`src/rtl/dsp_mac_sequencer.sv`:
```
// dsp_mac_sequencer: streams dot-product operand pairs into a DSP48A1-style slice and returns the accumulated P
module dsp_mac_sequencer #(
  parameter int LEN_W    = 8,
  parameter int PIPE_LAT = 3
) (
  input  logic             CLK,
  input  logic             RST,
  input  logic             START_VALID,
  output logic             START_READY,
  input  logic [LEN_W-1:0] LEN,
  input  logic             OP_VALID,
  output logic             OP_READY,
  input  logic [17:0]      OP_A,
  input  logic [17:0]      OP_B,
  output logic [17:0]      DSP_A,
  output logic [17:0]      DSP_B,
  output logic             DSP_CEA,
  output logic             DSP_CEM,
  output logic             DSP_CEP,
  output logic [7:0]       DSP_OPMODE,
  input  logic [47:0]      DSP_P,
  output logic             RES_VALID,
  input  logic             RES_READY,
  output logic [47:0]      RES_DATA
);
  localparam int D = PIPE_LAT - 1;
  typedef enum logic [1:0] {IDLE, RUN, DRAIN, DONE} state_t;
  state_t           state_q, state_d;
  logic [LEN_W-1:0] rem_q, rem_d;
  logic [D-1:0]     pv_q, pv_d;
  logic [PIPE_LAT-1:0] tok_v;
  logic             op_first_q, op_first_d;
  logic [7:0]       opmode_q, opmode_d;
  logic [47:0]      res_q, res_d;
  logic             inj;
  assign DSP_A       = OP_A;
  assign DSP_B       = OP_B;
  assign START_READY = state_q == IDLE;
  assign OP_READY    = state_q == RUN && rem_q != '0;
  assign inj         = OP_VALID & OP_READY;
  assign DSP_CEA     = inj;
  assign DSP_CEM     = |tok_v[PIPE_LAT-1:1];
  assign DSP_CEP     = tok_v[PIPE_LAT-1];
  assign DSP_OPMODE  = opmode_d;
  assign RES_VALID   = state_q == DONE;
  assign RES_DATA    = res_q;
  // Token pipe: stage k is the token injected k cycles ago; OPMODE is chosen one cycle ahead of its CEP
  always_comb begin
    tok_v    = {pv_q, inj};
    pv_d     = tok_v[D-1:0];
    opmode_d = tok_v[PIPE_LAT-2] ? (op_first_q ? 8'h1E : 8'h16) : opmode_q;
  end
  // Job FSM: the first token reaching the OPMODE stage clears P, later ones accumulate
  always_comb begin
    state_d    = state_q;
    rem_d      = rem_q;
    res_d      = res_q;
    op_first_d = tok_v[PIPE_LAT-2] ? 1'b0 : op_first_q;
    case (state_q)
      IDLE: if (START_VALID) begin
        state_d    = LEN != '0 ? RUN : DONE;
        rem_d      = LEN;
        op_first_d = LEN != '0;
        res_d      = '0;
      end
      RUN: if (inj) begin
        rem_d   = rem_q - 1'b1;
        state_d = rem_q == 1 ? DRAIN : RUN;
      end
      DRAIN: if (pv_q == '0) begin
        res_d   = DSP_P;
        state_d = DONE;
      end
      default: state_d = RES_READY ? IDLE : DONE;
    endcase
  end
  // State registers; reset aborts any job in flight
  always_ff @(posedge CLK or posedge RST) begin
    if (RST) begin
      state_q    <= IDLE;
      rem_q      <= '0;
      pv_q       <= '0;
      op_first_q <= 1'b0;
      opmode_q   <= 8'h00;
      res_q      <= '0;
    end else begin
      state_q    <= state_d;
      rem_q      <= rem_d;
      pv_q       <= pv_d;
      op_first_q <= op_first_d;
      opmode_q   <= opmode_d;
      res_q      <= res_d;
    end
  end
endmodule

```
`config.mk`:
```
export PLATFORM = sky130hd
export DESIGN_NAME = dsp_mac_sequencer
export DESIGN_NICKNAME = d
export VERILOG_FILES = /design/src/rtl/dsp_mac_sequencer.sv
export SDC_FILE = /design/constraint.sdc
export NUM_CORES = 1
export LEC_CHECK = 0
export BUFFER_PORTS_ARGS = -buffer_cell sky130_fd_sc_hd__buf_4
export CORE_ASPECT_RATIO = 0.9
export CORE_UTILIZATION = 35
export DETAILED_ROUTE_END_ITERATION = 6
export PLACE_DENSITY = 0.71
export RECOVER_POWER = 25
export REMOVE_ABC_BUFFERS = 1
export SLEW_MARGIN = 20
export SYNTH_ARGS = -nofsm -noshare
export SYNTH_HDL_FRONTEND = slang
export SYNTH_SLANG_ARGS = --single-unit
export TNS_END_PERCENT = 100
```
`constraint.sdc`:
```
create_clock -name CLK -period 2 [get_ports CLK]
set_clock_uncertainty 0.1 [all_clocks]
set_input_delay 0.3 -clock CLK [delete_from_list [all_inputs] [get_ports CLK]]
set_output_delay 0.3 -clock CLK [all_outputs]
set_load 0.1 [all_outputs]
```
==> results.yml <==
run_status:
  status: "complete, but fails checks"
  violations: "setup timing"
global_route:
  track_usage_pct: 20.3
  gr-total-overflow: 0
  grt_max_degree: 49
  grt_pass1_vias: 2489
  grt_pass1_wl_microns: 13700
  antenna_found_initial: 0
setup_path:
  rr_startpoint: "rem_q[0]$_DFFE_PP0P_"
  critPathArrivalTime_ps: 1890
  r2r_slack_ps: -210
  cpPeakStageDelay_ps: 490
  path_class: "flop to output pin"
  crit_slowest_cell: "or4b_4"
  cp.required_ps: 1600
  crit_chain: "inv_2, ha_4, or4b_4, o211ai_4, inv_2, buf_12"
  rr_worst_depth: 8
  reg2reg_to: "rem_q[6]$_DFFE_PP0P_"
  crit_path_start_kind: "flop"
  cp_common_cell: "inv_2"
  path_max_fanout: 3
  endpoint_kind: "output pin"
logic_synthesis:
  synthCells: 256
  synthFlopType: "dfrtp_1"
  syn_avg_cell_area_sq_um: 11.9
  yosysUniqueCellTypes: 48
  synth_edf_count: 0
  synthTopCellsByArea: "dfrtp_1 (57%), a22o_1 (14%), buf_4 (8.9%)"
  async_reset_ff_share_pct: 100
  synth_warnings: 0
  syn_area_sq_mm: 0.00304
  yosysSeqAreaShare_pct: 56.7
  ys_ff_latch: 69
  synth_top_area_cell: "dfrtp_1"
  synthDominantCellAreaShare_pct: 56.7
placement:
  portBuffers: 122
  dp_hpwl_microns: 6530
  dp.cells: 459
  dp_slack_ps: -118
  place_congestion: 0.965
cells_and_area:
  area_growth_pct: 40.9
  diodes: 0
  stdcell_count: 484
  nets: 465
  layout-drive-gt1-share_pct: 50.7
route:
  wl_per_cell_microns: 19.2
  postRouteAntennaNets: 0
  first_iter_violations: 111
  vias_per_cell: 5.14
  drc: 0
  wl_microns: 9300
  first_pass_iters: 4
  via_count: 2487
power_and_ir_drop:
  power_frac_seq_pct: 29.3
  p_int_mw: 3.32
  power_switching_mw: 3.38
  power.share.combinational_pct: 54.5
  power_mw: 6.70
  swShare_pct: 50.4
  max-vdd-ir-drop_uv: 797
  power_frac_clock_pct: 16.2
  p_per_area_mw_per_mm2: 1560
  power.leakage_nw: 2.15
clock_network:
  root_buffer: "clkbuf_8"
  htree_levels: 3
  cts_sinks: 69
  cts_tree: "yes"
  cts_buffers: 9
  clk_latency_ps: 330
  cts.clk_slew.worst_paths_ps: 70
  clk_path_buf_depth: 2
sta:
  fin_ws_ps: -286
  final_hold_viol_count: 0
  fin_crit_sh_pct: 114
  drv_slew: 0
  fmax_mhz: 437
  finalCriticalPeriod_ps: 2290
  slew_headroom_pct: 53.7
  rsz0062_at_grt: "true"
  worst_pin_slew_ps: 693
  setup_viol: 10
floorplan:
  die_h_microns: 90.5
  coreArea_sq_mm: 0.00822
  dieArea_sq_mm: 0.00908
  num_rows: 31
  floorplan.initialDensity_pct: 37.0
  die_w_microns: 100
  io-pin-count: 195
worst_hold_path:
  hp-start: "DSP_P[34]"
  hp-class: "input port to flop"
  hold_path_end: "RES_DATA[34]$_DFFE_PP0P_"
  hold_depth: 2
run:
  drv_cap: 0
power groups by stage:
stage	Sequential (mW)	Combinational, mW	Clock (mW)
6_report	1.96	3.65	1.09
5_1_grt	2.00	3.78	1.20
4_1_cts	1.96	3.56	1.13
3_5_place_dp	1.97	3.44	0
3_3_place_gp	1.96	3.41	0
2_1_floorplan	3.84	0.644	0
registers in the layout, summed over array words and instances, names as in the netlist:
signal,flops
RES_DATA,48
op_first_q,1
opmode_q,8
pv_q,2
rem_q,8
state_q,2
worst max-delay path: cells and delay by family, from the launching register on:
family                   cells  cell delay (ps)
AO/OA/AOI/OAI                1              190
adder cells (fa/ha/maj)      1              130
buffers and inverters        3              340
flip-flops                   1              400
AND/OR/NAND/NOR              1              490
synthesized netlist by cell type, types with 2 or more instances:
library cell,instances
a21oi_1,5
a22o_1,48
buf_1,2
buf_2,3
buf_4,36
clkbuf_1,10
dfrtp_1,69
ha_1,3
inv_1,7
mux2i_1,2
nand2_1,6
nor2_1,13
nor2b_1,5
nor3_1,2
nor4_1,2
o211ai_1,2
o21ai_0,5
o22ai_1,2
or2_2,4
or4_1,2
metal layers:
metal / vias to the layer above / GRT usage [%] / wire [microns]
met2: 146 / 27.9 / 4080
li1: 1106 / - / -
met3: 15 / 13.6 / 1160
met4: 0 / 4.35 / 116
met1: 1220 / 26.0 / 3950
met5: - / 2.96 / 0
cells in the final DEF, fill, tap and decap left out, types with 2 or more instances in the layout:
| cell type | count |
|---|---|
| a22o_1 | 48 |
| mux2i_1 | 2 |
| inv_2 | 3 |
| o22ai_1 | 2 |
| clkbuf_8 | 9 |
| buf_12 | 5 |
| o211ai_1 | 2 |
| nor2b_1 | 5 |
| or2_2 | 4 |
| nand2_1 | 6 |
| dfrtp_1 | 68 |
| a21oi_1 | 5 |
| o21ai_0 | 5 |
| nor2_1 | 11 |
| buf_4 | 142 |
| ha_1 | 2 |
| clkinvlp_4 | 2 |
| inv_1 | 5 |
| or4_1 | 2 |
| nor3_2 | 2 |
| clkinv_2 | 2 |
area by class of cell:
class	count	area [sq um]
Clock buffer	9	124
Fill cell	765	3940
Clock inverter	6	63.8
Inverter	8	30.0
Sequential cell	69	1730
Timing Repair Buffer	150	1190
Tap cell	115	144
Multi-Input combinational cell	127	1010
worst max-delay path by stage:
stage / start / slack, ps / endpoint
2_1_floorplan: pv_q[1]$_DFF_PP0_ / -2540 / RES_DATA[0]$_DFFE_PP0P_
3_3_place_gp: rem_q[0]$_DFFE_PP0P_ / -70 / rem_q[6]$_DFFE_PP0P_
3_5_place_dp: rem_q[1]$_DFFE_PP0P_ / -120 / rem_q[6]$_DFFE_PP0P_
4_1_cts: rem_q[0]$_DFFE_PP0P_ / -260 / DSP_CEA
5_1_grt: rem_q[0]$_DFFE_PP0P_ / -340 / DSP_CEA
6_report: rem_q[0]$_DFFE_PP0P_ / -290 / DSP_CEA
cells by family after synthesis:
family / Yosys count / share of synthesized area [%]
mux: 3 / 1.03
fa+ha+maj: 3 / 1.23
buf+inv: 60 / 12.2
compound gates: 74 / 20.2
simple gates: 47 / 8.63
flops: 69 / 56.7
what timing repair did:
item | in CTS | in global routing
hold buffers | 1 | 0
resized for setup | 14 | 7
endpoints found under the setup margin | 8 | 11
setup buffers | 6 | 3
cloned | 0 | 0
pin swaps | 2 | 1
hold endpoints to repair | 16 | 0
per-stage QoR:
stage,TNS [ps],hold slack [ps],area (sq um),util [%]
final,-1250,86.2,4290,52.1
after global routing,-1890,54.8,4290,52.1
after CTS,-775,67.3,4240,51.5
after detailed placement,-588,219,3940,47.9
after global placement,-195,211,3940,47.9
after floorplan,-136340,333,2700,-
Power figures use the tool's default switching activity.
